===== config.mk =====
export PLATFORM = sky130hd
export DESIGN_NAME = operand_router
export DESIGN_NICKNAME = d
export VERILOG_FILES = /design/src/rtl/tau_pkg.sv /design/src/rtl/operand_router_skid.sv /design/src/rtl/operand_router.sv
export SDC_FILE = /design/constraint.sdc
export NUM_CORES = 1
export LEC_CHECK = 0
export CELL_PAD_IN_SITES_DETAIL_PLACEMENT = 1
export CELL_PAD_IN_SITES_GLOBAL_PLACEMENT = 1
export CORE_ASPECT_RATIO = 0.6
export CORE_MARGIN = 1
export CORE_UTILIZATION = 29
export DETAILED_ROUTE_END_ITERATION = 7
export GPL_TIMING_DRIVEN = 0
export PLACE_DENSITY_LB_ADDON = 0.1
export REMOVE_ABC_BUFFERS = 1
export SYNTH_ARGS = -nofsm -noshare
export SYNTH_HDL_FRONTEND = slang
export SYNTH_SLANG_ARGS = --single-unit

===== constraint.sdc =====
create_clock -name clk -period 1.9 [get_ports clk]
set_input_delay 0.285 -clock clk [delete_from_list [all_inputs] [get_ports clk]]
set_output_delay 0.285 -clock clk [all_outputs]
set_load 0.02 [all_outputs]

===== src/rtl/tau_pkg.sv =====
// Shared types and helpers for the tau core datapath: operand FSM states,
// the immediate select index and the one-hot decoder used by writeback.
package tau_pkg;

    typedef enum logic [1:0] {
        EMPTY = 2'd0,
        ONE   = 2'd1,
        FULL  = 2'd2
    } route_state_e;

    // Widest register file the one-hot helper can address.
    localparam int unsigned MAX_REGS = 64;

    // Operand B index that selects the immediate: one past the last register.
    function automatic int unsigned imm_sel(input int unsigned num_regs);
        return num_regs;
    endfunction

    function automatic logic [MAX_REGS-1:0] onehot(input int unsigned idx);
        logic [MAX_REGS-1:0] v;
        v = '0;
        if (idx < MAX_REGS) begin
            v = {{(MAX_REGS-1){1'b0}}, 1'b1} << idx;
        end
        return v;
    endfunction

endpackage


===== src/rtl/operand_router_skid.sv =====
// Generic two-entry valid/ready skid buffer with a registered in_ready.
// Handshake: a beat moves when valid && ready on a rising edge; out_valid and
// out_data hold steady until out_ready; in_ready never depends on out_ready
// combinationally.
module operand_skid_buf
    import tau_pkg::*;
#(
    parameter int WIDTH = 17
) (
    input  logic             clk,
    input  logic             rst_n,
    input  logic             in_valid,
    output logic             in_ready,
    input  logic [WIDTH-1:0] in_data,
    output logic             out_valid,
    input  logic             out_ready,
    output logic [WIDTH-1:0] out_data,
    output route_state_e     state_o
);

    route_state_e     state_q, state_d;
    logic             in_ready_q;
    logic [WIDTH-1:0] data_q, data_d;
    logic [WIDTH-1:0] skid_q, skid_d;
    logic             accept;

    assign accept = in_valid & in_ready_q;

    // State register; in_ready is the registered decode of the next state.
    always_ff @(posedge clk or negedge rst_n) begin
        if (!rst_n) begin
            state_q    <= EMPTY;
            in_ready_q <= 1'b1;
        end else begin
            state_q    <= state_d;
            in_ready_q <= (state_d != FULL);
        end
    end

    always_comb begin
        state_d = state_q;
        case (state_q)
            EMPTY: begin
                if (accept) state_d = ONE;
            end
            ONE: begin
                if (accept && !out_ready)      state_d = FULL;
                else if (!accept && out_ready) state_d = EMPTY;
                else                           state_d = ONE;
            end
            FULL: begin
                if (out_ready) state_d = ONE;
            end
            default: state_d = EMPTY;
        endcase
    end

    always_comb begin
        data_d = data_q;
        skid_d = skid_q;
        case (state_q)
            EMPTY: begin
                if (accept) data_d = in_data;
            end
            ONE: begin
                if (accept && out_ready) data_d = in_data;
                else if (accept)         skid_d = in_data;
            end
            FULL: begin
                if (out_ready) data_d = skid_q;
            end
            default: begin
                data_d = '0;
                skid_d = '0;
            end
        endcase
    end

    always_ff @(posedge clk or negedge rst_n) begin
        if (!rst_n) begin
            data_q <= '0;
            skid_q <= '0;
        end else begin
            data_q <= data_d;
            skid_q <= skid_d;
        end
    end

    always_comb begin
        out_valid = 1'b0;
        in_ready  = in_ready_q;
        out_data  = data_q;
        state_o   = state_q;
        if (state_q != EMPTY) out_valid = 1'b1;
    end

endmodule


===== src/rtl/operand_router.sv =====
// Operand select (A/B from the register file, B may take the immediate) in
// front of a skid buffer, plus a registered one-hot writeback steer.
module operand_router
    import tau_pkg::*;
#(
    parameter int WORD_SIZE = 8,
    parameter int NUM_REGS  = 8,
    parameter int SEL_W     = $clog2(NUM_REGS + 1)
) (
    input  logic                          clk,
    input  logic                          rst_n,
    input  logic [NUM_REGS*WORD_SIZE-1:0] regs_flat,
    input  logic [WORD_SIZE-1:0]          imm,
    input  logic                          in_valid,
    output logic                          in_ready,
    input  logic [SEL_W-1:0]              sel_a,
    input  logic [SEL_W-1:0]              sel_b,
    output logic                          out_valid,
    input  logic                          out_ready,
    output logic [WORD_SIZE-1:0]          op_a,
    output logic [WORD_SIZE-1:0]          op_b,
    output logic                          sel_err,
    input  logic                          wb_valid,
    input  logic [SEL_W-1:0]              wb_sel,
    input  logic [WORD_SIZE-1:0]          wb_data,
    output logic [NUM_REGS-1:0]           wr_en,
    output logic [WORD_SIZE-1:0]          wr_data,
    output logic                          wb_err,
    output route_state_e                  state_dbg
);

    localparam int unsigned IMM_IDX = imm_sel(NUM_REGS);
    localparam int          PAIR_W  = 2 * WORD_SIZE + 1;

    logic [WORD_SIZE-1:0] a_val, b_val;
    logic                 a_err, b_err;
    logic [PAIR_W-1:0]    pair_in, pair_out;

    // Unmatched selects fall through to zero, so a bad index never leaks data.
    always_comb begin
        a_val = '0;
        b_val = '0;
        a_err = (sel_a >= SEL_W'(NUM_REGS));
        b_err = (sel_b > SEL_W'(IMM_IDX));
        for (int k = 0; k < NUM_REGS; k++) begin
            if (sel_a == SEL_W'(k)) a_val = regs_flat[k*WORD_SIZE +: WORD_SIZE];
            if (sel_b == SEL_W'(k)) b_val = regs_flat[k*WORD_SIZE +: WORD_SIZE];
        end
        if (sel_b == SEL_W'(IMM_IDX)) b_val = imm;
    end

    assign pair_in = {a_err | b_err, a_val, b_val};

    operand_skid_buf #(
        .WIDTH (PAIR_W)
    ) u_skid (
        .clk       (clk),
        .rst_n     (rst_n),
        .in_valid  (in_valid),
        .in_ready  (in_ready),
        .in_data   (pair_in),
        .out_valid (out_valid),
        .out_ready (out_ready),
        .out_data  (pair_out),
        .state_o   (state_dbg)
    );

    assign sel_err = pair_out[PAIR_W-1];
    assign op_a    = pair_out[2*WORD_SIZE-1:WORD_SIZE];
    assign op_b    = pair_out[WORD_SIZE-1:0];

    logic [NUM_REGS-1:0]  wr_en_q, wr_en_d;
    logic [WORD_SIZE-1:0] wr_data_q, wr_data_d;
    logic                 wb_err_q, wb_err_d;

    // Writeback runs beside the operand path; a bad index only raises wb_err.
    always_comb begin
        wr_en_d   = '0;
        wr_data_d = wr_data_q;
        wb_err_d  = 1'b0;
        if (wb_valid) begin
            if (wb_sel < SEL_W'(NUM_REGS)) begin
                wr_en_d   = NUM_REGS'(onehot(32'(wb_sel)));
                wr_data_d = wb_data;
            end else begin
                wb_err_d = 1'b1;
            end
        end
    end

    always_ff @(posedge clk or negedge rst_n) begin
        if (!rst_n) begin
            wr_en_q   <= '0;
            wr_data_q <= '0;
            wb_err_q  <= 1'b0;
        end else begin
            wr_en_q   <= wr_en_d;
            wr_data_q <= wr_data_d;
            wb_err_q  <= wb_err_d;
        end
    end

    assign wr_en   = wr_en_q;
    assign wr_data = wr_data_q;
    assign wb_err  = wb_err_q;

endmodule


==> flow_metrics.env <==
export IMPL_outcome="completed"
export IMPL_diodes=0
export IMPL_clkSinkCount=54
export IMPL_worst_slew_margin_rel_pct=53.3
export IMPL_place_detailed_hpwl_um=10600
export IMPL_timing_worst_slew_pin_value_ns=0.699
export IMPL_final_nets=683
export IMPL_synth_fa_ha_area_share_pct=0.669
export IMPL_grt_pass1_wl_um=23100
export IMPL_timing_critical_path_required_ns=2.10
export IMPL_post_synth_and_or_nand_nor_area_fraction_pct=21.1
export IMPL_buffer_ports_inserted=134
export IMPL_tritoncts_num_buffers=5
export IMPL_netlist_cell_type_count=52
export IMPL_die_y_um=90.0
export IMPL_remaining_design_rule_violation_count=0
export IMPL_worst_r2r_startpoint="u_skid.in_ready"
export IMPL_chipWidth_um=149
export IMPL_achievable_frequency_mhz=539
export IMPL_grt_busiest_layer="met2"
export IMPL_drive_above_1_share_pct=16.2
export IMPL_synth_edff_count=0
export IMPL_grt_met2_usage_pct=33.1
export IMPL_num_rows=31
export IMPL_dpl_worst_slack_ns=-1.64
export IMPL_grt_start_max_net_pins=41
export IMPL_final_max_slew_viol_count=0
export IMPL_numPlacedInstances=723
export IMPL_final_min_period_ns=1.86
export IMPL_sequential_element_share_of_the_synthesized_area_pct=36.2
export IMPL_global_route_usage_total_pct=22.0
export IMPL_ff2ff_setup_slack_ns=0.06
export IMPL_setup_violations=0
export IMPL_holdPathEnd="wr_data[4]"
export IMPL_crit_start="sel_b[3]"
export IMPL_final_core_density_pct=46.3
export IMPL_synth_ff_type="sky130_fd_sc_hd__dfrtp_1"
export IMPL_post_synth_instance_area_mm2=0.00374
export IMPL_postRouteAntennaNets=0
export IMPL_antenna_violations_before_repair=0
export IMPL_worstReg2RegEnd="u_skid.out_data[4]"
export IMPL_leading_cell_types_by_total_area_after_synthesis="sky130_fd_sc_hd__dfrtp_1 (35%), sky130_fd_sc_hd__nand2_1 (7.1%), sky130_fd_sc_hd__a21oi_1 (4.8%), sky130_fd_sc_hd__nor2_1 (4.7%), sky130_fd_sc_hd__mux2i_1 (4.0%)"
export IMPL_synth_compound_area_share_pct=29.6
export IMPL_cts_reportedPaths_clkPinSlew_ns=0.07
export IMPL_worst_slack_ns=0.0434
export IMPL_xor_xnor_share_of_the_synthesized_area_pct=0
export IMPL_final_hold_violation_count=0
export IMPL_vias_in_the_first_global_route=4153
export IMPL_drt_first_pass_iters=5
export IMPL_synth_top_cells_by_count="sky130_fd_sc_hd__nand2_1 (71), sky130_fd_sc_hd__dfrtp_1 (53), sky130_fd_sc_hd__nor2_1 (47)"
export IMPL_critical_path_startpoint_type="input pin"
export IMPL_synth_top_family_by_area="compound AO/OA/AOI/OAI gates"
export IMPL_dr_vias=4180
export IMPL_share_of_the_synthesized_area_in_the_top_cell_type_pct=35.5
export IMPL_dieArea_mm2=0.0134
export IMPL_global_route_usage_met3_pct=3.71
export IMPL_min_period_over_period_pct=97.7
export IMPL_vias_per_cell=5.57
export IMPL_pin_count=135
export IMPL_worstRegToRegCells=9
export IMPL_power_density_mw_per_mm2=1010
export IMPL_syn_avg_cell_area_um2=8.18
export IMPL_fin_worst_skew_ns=0.00683
export IMPL_synth_area_mux_share_pct=7.33
export IMPL_critical_path_arrival_ns=2.06
export IMPL_syn_instance_count=457
export IMPL_yosys_cell_count_top_type="sky130_fd_sc_hd__nand2_1"
export IMPL_totalNegativeSetupSlack_ns=0
export IMPL_hold_start="wr_data[4]"
export IMPL_initial_core_util_pct=30.4
export IMPL_max_cap_violations=0
export IMPL_rsz0062_at_grt="yes"
export IMPL_cts_path_max_buffers=2
export IMPL_whs_path_depth=2
export IMPL_place_congestion=0.851
export IMPL_ir_drop_uv=680
export IMPL_design_core_area_mm2=0.0123
export IMPL_critical_path_endpoint_type="flop"
export IMPL_stdcell_count=750
export IMPL_ys_warnings_count=0
export IMPL_drt_wl_total_um=14900
export IMPL_synth_async_reset_ratio_pct=100
export IMPL_tritoncts_clock_tree="done"
export IMPL_yosys_register_bits=54
export IMPL_yosysTopAreaCell="sky130_fd_sc_hd__dfrtp_1"
export IMPL_worst_hold_path_type="flop to flop"
export IMPL_timing_worst_setup_path_type="input pin to flop"
export IMPL_detailedRoute_firstIterationViolations=202
export IMPL_flow_area_growth_from_synthesis_pct=52.4
export IMPL_clkLatencyLatePin_ns=0.29
export IMPL_htree_levels=2
export IMPL_power_static_leakage_uw=0.00222
export IMPL_post_detailed_route_wirelength_per_cell_um=19.9
export IMPL_grt_remaining_overflow=0
export IMPL_grt_util_met1_pct=33.1
export IMPL_clock_tree_root_cell="sky130_fd_sc_hd__clkbuf_16"
export IMPL_crit_fanout=13
-- through the flow --
step           total power [µW]  cell area (µm²)  hold WS (ns)
5_1_grt                    6080             5700         0.507
3_3_place_gp               4200             5110         0.459
4_1_cts                    5610             5560         0.483
3_5_place_dp               4340             5160         0.292
2_1_floorplan              3080             3560       -0.0106
6_report                   5730             5700         0.477
-- per-layer routing --
layer  routed length, µm  share of wire (%)
met1                7430                 50
met2                6540                 44
met3                 852                5.7
met4                  85               0.57
met5                   0                  0
-- worst max-delay path by stage --
stage / to / slack (ns)
finish: u_skid.out_data[0] / 0.04
global route: u_skid.out_data[1] / -0.03
CTS: u_skid.out_data[5] / -0.02
detailed placement: u_skid.out_data[4] / -1.64
global placement: u_skid.out_data[4] / -1.95
floorplan: u_skid.out_data[0] / -0.74
-- state kept, by name (all words and copies together), names as in the netlist --
signal	flops
u_skid.skid_q	17
u_skid.in_ready	1
wr_data	8
wr_en	8
wb_err	1
u_skid.state_o	2
u_skid.out_data	17
-- power by group --
group          leakage, µW  total, µW  switching, µW  internal, µW
logic              0.00147       2940           1510          1430
clock network    0.0000740        941            444           496
registers         0.000676       1850            299          1550
-- cell type report --
class	count	area [µm²]
clock buffers	5	125
multi-input cells	364	2400
well taps	165	206
fillers	1428	6600
repair buffers	154	1560
flip-flops and latches	54	1360
clock inverters	3	26.3
inverters	5	18.8
-- placed cells by master (no fill, tap or decap), types with 5 or more instances in the layout --
| cell | count |
|---|---|
| sky130_fd_sc_hd__o211ai_1 | 7 |
| sky130_fd_sc_hd__mux2i_1 | 15 |
| sky130_fd_sc_hd__inv_1 | 5 |
| sky130_fd_sc_hd__a311oi_1 | 7 |
| sky130_fd_sc_hd__clkdlybuf4s50_1 | 124 |
| sky130_fd_sc_hd__a31oi_1 | 16 |
| sky130_fd_sc_hd__nor2_1 | 47 |
| sky130_fd_sc_hd__o31ai_1 | 7 |
| sky130_fd_sc_hd__dfrtp_1 | 51 |
| sky130_fd_sc_hd__clkbuf_16 | 6 |
| sky130_fd_sc_hd__o32ai_2 | 8 |
| sky130_fd_sc_hd__or3b_2 | 5 |
| sky130_fd_sc_hd__nand2_1 | 67 |
| sky130_fd_sc_hd__buf_4 | 12 |
| sky130_fd_sc_hd__mux2_2 | 11 |
| sky130_fd_sc_hd__a21oi_1 | 34 |
| sky130_fd_sc_hd__a211oi_2 | 7 |
| sky130_fd_sc_hd__o22ai_1 | 14 |
| sky130_fd_sc_hd__o21bai_1 | 7 |
| sky130_fd_sc_hd__a22oi_1 | 8 |
| sky130_fd_sc_hd__o21ai_0 | 29 |
| sky130_fd_sc_hd__a21boi_0 | 10 |
-- critical path: stages --
cell,delay (ns)
sky130_fd_sc_hd__clkdlybuf4s15_2,0.39
sky130_fd_sc_hd__or2_2,0.52
sky130_fd_sc_hd__o32ai_1,0.48
sky130_fd_sc_hd__a211oi_2,0.13
sky130_fd_sc_hd__a311oi_1,0.25
-- cells by family (layout without fill, tap and decap cells) --
logic type,count (synthesis),count (layout)
AOI/OAI and AO/OA,169,170
adders and majority gates,2,2
buffers and inverters,41,167
DFF,54,54
muxes,26,26
and+or+nand+nor,165,166
-- timing repair --
item | in CTS | in global routing
setup buffers | 9 | 5
cloned | 3 | 1
gates resized for setup | 53 | 21
endpoints found under the hold margin | 21 | 0
endpoints found under the setup margin | 39 | 24
pin swaps | 1 | 11
hold buffers | 1 | 0
No activity file was read; power rests on OpenSTA's default activity.
